File: src/rtl/mu_issue_ctrl.sv
// Issue sequencer and writeback arbiter for the iterative multiply unit.
// One request in flight at a time; the ALU always wins the shared write port.
module mu_issue_ctrl #(
  parameter int unsigned MU_TIMEOUT = 64
) (
  input  logic        CLK,
  input  logic        nRST,
  input  logic        req_valid,
  output logic        req_ready,
  input  logic [31:0] req_rs1_data,
  input  logic [31:0] req_rs2_data,
  input  logic        req_high_low_sel,
  input  logic [1:0]  req_is_signed,
  input  logic [4:0]  req_rd,
  output logic        mu_start,
  output logic [31:0] mu_rs1_data,
  output logic [31:0] mu_rs2_data,
  output logic        mu_high_low_sel,
  output logic [1:0]  mu_is_signed,
  input  logic        mu_done,
  input  logic [31:0] mu_wdata,
  input  logic [4:0]  src_rs1,
  input  logic [4:0]  src_rs2,
  output logic        hazard_stall,
  input  logic        flush,
  input  logic        alu_wen,
  output logic        mu_wb_wen,
  output logic [4:0]  mu_wb_rd,
  output logic [31:0] mu_wb_data,
  output logic        ctrl_busy,
  output logic        mu_timeout
);

  typedef enum logic [2:0] {IDLE, ISSUE, WAIT, DRAIN, WB_PEND} state_t;

  localparam logic [7:0] CNT_LAST = 8'(MU_TIMEOUT - 1);

  state_t      state_reg;
  logic [7:0]  cnt_reg;
  logic [4:0]  rd_reg;
  logic [31:0] rs1_reg;
  logic [31:0] rs2_reg;
  logic        hl_reg;
  logic [1:0]  sgn_reg;
  logic [31:0] wdata_reg;
  logic        timeout_reg;
  logic        rd_match;

  assign rd_match     = (rd_reg != 5'd0) && ((src_rs1 == rd_reg) || (src_rs2 == rd_reg));
  assign req_ready    = (state_reg == IDLE) && !flush;
  assign mu_start     = (state_reg == ISSUE) && !flush;
  assign mu_wb_wen    = (state_reg == WB_PEND) && !alu_wen && !flush;
  assign hazard_stall = rd_match &&
                        ((state_reg == ISSUE) || (state_reg == WAIT) || (state_reg == WB_PEND));

  assign ctrl_busy       = (state_reg != IDLE);
  assign mu_timeout      = timeout_reg;
  assign mu_rs1_data     = rs1_reg;
  assign mu_rs2_data     = rs2_reg;
  assign mu_high_low_sel = hl_reg;
  assign mu_is_signed    = sgn_reg;
  assign mu_wb_rd        = rd_reg;
  assign mu_wb_data      = wdata_reg;

  always_ff @(posedge CLK or negedge nRST) begin
    if (!nRST) begin
      state_reg   <= IDLE;
      cnt_reg     <= 8'd0;
      rd_reg      <= 5'd0;
      rs1_reg     <= 32'd0;
      rs2_reg     <= 32'd0;
      hl_reg      <= 1'b0;
      sgn_reg     <= 2'd0;
      wdata_reg   <= 32'd0;
      timeout_reg <= 1'b0;
    end else begin
      case (state_reg)
        IDLE: begin
          if (req_valid && !flush) begin
            rs1_reg   <= req_rs1_data;
            rs2_reg   <= req_rs2_data;
            hl_reg    <= req_high_low_sel;
            sgn_reg   <= req_is_signed;
            rd_reg    <= req_rd;
            state_reg <= ISSUE;
          end
        end
        ISSUE: begin
          if (flush) begin
            state_reg <= IDLE;
          end else begin
            cnt_reg   <= 8'd0;
            state_reg <= WAIT;
          end
        end
        WAIT: begin
          cnt_reg <= cnt_reg + 8'd1;
          if (flush && mu_done) begin
            state_reg <= IDLE;
          end else if (flush) begin
            state_reg <= DRAIN;
          end else if (mu_done) begin
            if (rd_reg == 5'd0) begin
              state_reg <= IDLE;
            end else begin
              wdata_reg <= mu_wdata;
              state_reg <= WB_PEND;
            end
          end else if (cnt_reg >= CNT_LAST) begin
            timeout_reg <= 1'b1;
            state_reg   <= IDLE;
          end
        end
        DRAIN: begin
          // The counter is not cleared on flush, so a drain shares the WAIT budget.
          cnt_reg <= cnt_reg + 8'd1;
          if (mu_done) begin
            state_reg <= IDLE;
          end else if (cnt_reg >= CNT_LAST) begin
            timeout_reg <= 1'b1;
            state_reg   <= IDLE;
          end
        end
        WB_PEND: begin
          if (flush || !alu_wen) state_reg <= IDLE;
        end
        default: state_reg <= IDLE;
      endcase
    end
  end

endmodule

File: config.mk
export PLATFORM = sky130hd
export DESIGN_NAME = mu_issue_ctrl
export DESIGN_NICKNAME = d
export VERILOG_FILES = /design/src/rtl/mu_issue_ctrl.sv
export SDC_FILE = /design/constraint.sdc
export NUM_CORES = 1
export LEC_CHECK = 0
export ABC_CLOCK_PERIOD_IN_PS = 4270
export CORE_ASPECT_RATIO = 1.1
export CORE_UTILIZATION = 40
export DETAILED_ROUTE_END_ITERATION = 8
export HOLD_SLACK_MARGIN = 0.08
export PLACE_DENSITY = 0.75
export SYNTH_ARGS = -nofsm -noshare
export SYNTH_HDL_FRONTEND = slang
export SYNTH_SLANG_ARGS = --single-unit
export TNS_END_PERCENT = 20
File: constraint.sdc
create_clock -name CLK -period 4.27 [get_ports CLK]
set_clock_uncertainty 0.1 [all_clocks]
set_input_delay 0.854 -clock CLK [delete_from_list [all_inputs] [get_ports CLK]]
set_output_delay 0.854 -clock CLK [all_outputs]
set_load 0.02 [all_outputs]
* Word level (Yosys, flattened, before mapping)
Cells that the tools add are included.
Word-level totals: flip-flop bits (word level) 116
Operators by class: add/sub/neg operators 1, order comparisons 1, equal/unequal tests 11, multiplexer cells 17, bitwise operators 3, reductions and logical operators 26
Operator list (count):
- 3-bit 2-to-1 mux | 8
- 8-bit case mux with 2 select lines | 1
- 3-bit case mux with 5 select lines | 1
- 5-bit equality test | 2
- 8-bit by 1-bit adder with 8-bit output, second input constant | 1
- 8-bit by 6-bit greater-or-equal comparator with 1-bit output, second input constant | 1
- 1-bit logical AND | 8
- 8-bit 2-to-1 mux | 1
- 3-bit by 2-bit equality test with 1-bit output, second input constant | 2
- 2-bit != test, second input constant | 3
- 2-bit AND reduction | 3
- 5-bit logical NOT | 1
- 5-bit AND reduction | 1
- 5-bit nonzero test | 1
- 1-bit logical OR | 4
- 1-bit 2-to-1 mux | 4
- 2-bit by 1-bit != test with 1-bit output, second input constant | 2
- 2-bit nonzero test | 2
- 3-bit by 1-bit equality test with 1-bit output, second input constant | 1
- 3-bit equality test, second input constant | 1
- 3-bit logical NOT | 1
- 1-bit NOT | 3
- 3-bit AND reduction | 1
- 3-bit nonzero test | 1
- other kinds (4) | 5

* Depth between registers and ports, before layout
depth in word-level cells 6, mapped depth 6, depth with buffers taken out 5

* Least setup slack after synthesis
OpenSTA, ideal clock, no wires.
path type input-to-output, start input src_rs2[1], end output hazard_stall, data arrival time 1.828 ns, required time 3.316 ns, path slack 1.488 ns, stages 4, path through xor2_1 > nor3_1 > nand3_1 > a211oi_1
Between the ends: cells in the longest elaborated chain, start to end 4
RTL lines:
- from (decl) | RTL line 23 | input logic [4:0] src_rs2,
- 5-bit equality test | RTL line 49 | assign rd_match = (rd_reg != 5'd0) && ((src_rs1 == rd_reg) || (src_rs2 == rd_reg));
- 1-bit logical OR | RTL line 49
- 1-bit logical AND | RTL line 49
- 1-bit logical AND | RTL line 53 | assign hazard_stall = rd_match &&
- to (decl) | RTL line 24 | output logic hazard_stall,
No other way between the ends.

* Worst setup path in the final report
start input flush, end output mu_start
Between the ends: cells in the longest elaborated chain, start to end 2
RTL lines:
- from (decl) | RTL line 25 | input logic flush,
- 1-bit logical NOT | RTL line 51 | assign mu_start = (state_reg == ISSUE) && !flush;
- 1-bit logical AND | RTL line 51
- to (decl) | RTL line 15 | output logic mu_start,
No other way between the ends.

==> impl_metrics.toml <==
[status]
status = "finished, final reports clean"

[setup_path]
criticalPathCategory = "in -> out"
reg2reg_depth = 4
cp-startpoint = "flush"
r2r-end = "mu_rs1_data[14]"
cp_top_family = "buffers and inverters"
critPathBufInv = 3
rr_startpoint = "state_reg[1]"
regToRegSetupSlack_ps = 2020
required_ps = 3320
critPathCaptureType = "primary output"
path_max_fanout = 8
worstPathArrival_ps = 2670
cpMostUsedCell = "clkdlybuf4s50_1"
crit_path_start_kind = "primary input"
max_stage_delay_ps = 640
worstPathCellList = "clkdlybuf4s50_1 > or3_1 > inv_1 > clkdlybuf4s50_1"
critical_path.slowest_cell = "clkdlybuf4s50_1"

[flow_run]
drv_cap = 0

[die]
die_w_um = 111
die_h_um = 121
num_rows = 43
core_sq_um = 12600
start_util_pct = 41.0
die-area_sq_um = 13400
io_pins = 230

[detailed_routing]
ant_nets = 0
drtPass1Iterations = 4
wire_per_inst_um = 17.0
num_vias = 3434
wl_um = 12200
drtIter0Drc = 108
via_per_inst = 4.76
drc = 0

[timing]
fmax_ghz = 0.276
period_minus_slack_ps = 3630
worst_slack_ps = 643
relSlewSlack_pct = 53.7
grt_setup_unrepaired = "false"
fin_hold_ws_ps = 355
setup_viol = 0
finalHoldViolations = 0
tns_ps = 0
fin_crit_sh_pct = 84.9
drv_slew = 0
worst_pin_slew_ps = 695

[synthesis]
async_flop_share_pct = 100
syn_inst = 314
syn_nets = 435
synth_edf_count = 0
synthesis.area_sq_um = 5180
yosysMostFrequentCell = "dfrtp_1"
synth_top_cell_area_share_pct = 56.0
yosys_most_used_dff = "dfrtp_1"
synthTopCellsByArea = "dfrtp_1 56%, mux2_4 29%, buf_12 2.7%"
postSynthAreaPerCell_sq_um = 16.5
ys_top_cells_by_count = "116 x dfrtp_1, 99 x mux2_4, 8 x nor2_1, 8 x xnor2_1"
ys_seq_area_share_pct = 56.0
yosysWarnings = 0
yosys.area.top_type = "dfrtp_1"
ys_ff_latch = 116
synth.distinct_cells = 37

[clocking]
clk_latency_ps = 400
clkSinkCount = 116
path_clk_slew_ps = 50
cts_tree = "yes"
cts_buffers = 17
cts_htree_levels = 4
cts_resized = 0
root_buffer = "clkbuf_16"
post_cts_buffers = 0
cts_buffer_depth = 2
postCtsHoldBufs = 0

[place]
dp_hpwl_um = 8700
pre_cts_ws_ps = 639
port_buffers = 229
place_congestion = 0.779

[final_layout]
area_growth_syn_to_layout_pct = 55.5
nNetsFinal = 673
drive_gt1_share_pct = 25.7
final_core_util_pct = 63.8
diodes = 0

[grt]
first_global_vias = 3714
track_usage_pct = 19.0
grt_max_degree = 64
grt_pass1_wl_um = 19600
overflow = 0
antenna_found_initial = 0

[hold_path]
min_to = "mu_timeout"
worstHoldPathCells = 1
worstHoldStart = "mu_timeout"
hp-class = "reg -> reg"

[power_and_ir_drop]
p_per_area_nw_per_um2 = 789
ir_worst_vdd_mv = 0.490
p_leak_nw = 3.63
finalPower_mw = 6.36
-- layout make-up --
cell class	instances	area (sq um)
well taps	157	196
fillers	945	4580
flip-flops and latches	116	2900
multi-input cells	178	2050
repair buffers	234	2340
clock buffers	23	478
clock inverters	9	78.8
inverters	5	18.8
-- placed cells by master, fill, tap and decap left out, types with 3 or more instances in the layout --
cell type / n
nand3_1: 7
xor2_1: 6
dfrtp_1: 116
nor3_1: 6
nand2_1: 3
mux2_2: 5
clkbuf_8: 3
o21ai_0: 3
a21oi_1: 4
buf_4: 5
clkdlybuf4s50_1: 228
nand2b_1: 4
clkbuf_1: 3
clkinv_2: 5
xnor2_1: 8
inv_1: 5
clkbuf_16: 17
nor2_1: 8
mux2_4: 99
a211oi_1: 4
-- power by group --
group	switching, mW	internal, mW	leakage, nW
registers	0.361	1.63	1.40
logic	1.27	1.77	1.96
clock network	0.486	0.841	0.273
total	2.12	4.24	3.63
-- worst max path at each step --
| stage | end | slack (ps) | cells past startpoint |
|---|---|---|---|
| after global routing | hazard_stall | 510 | 6 |
| after global placement | mu_start | 650 | 4 |
| after CTS | hazard_stall | 620 | 6 |
| final | mu_start | 640 | 4 |
| after detailed placement | hazard_stall | 640 | 6 |
| after floorplan | hazard_stall | 1490 | 4 |
-- metal layers --
metal  vias up  GRT usage [%]  part of all wire, %  wire length, um
met2       150           31.6                   52             6340
li1       1577              -                    -                -
met4         0           7.33                  1.1              140
met3        10           6.29                  6.1              742
met5         -              0                    0                0
met1      1697           22.9                   41             5020
-- logic make-up after synthesis --
logic type / synth area share [%]
AO/OA/AOI/OAI: 2.63
adder cells (fa/ha/maj): 0.241
XOR/XNOR: 2.37
flip-flops: 56.0
multiplexers: 29.8
AND/OR/NAND/NOR: 4.49
buffers and inverters: 4.51
-- metrics by stage --
stage | instances | cell area, sq um
global placement | 690 | 7500
finish | 722 | 8060
global route | 722 | 8060
floorplan | 314 | 5180
CTS | 722 | 8060
detailed placement | 690 | 7500
-- worst register-to-register path, delay by kind of cell, from the launching register on --
family,cells,cell delay (ps)
buffers and inverters,1,390
DFF,1,500
muxes,1,350
and+or+nand+nor,2,800
Power figures use the tool's default switching activity.
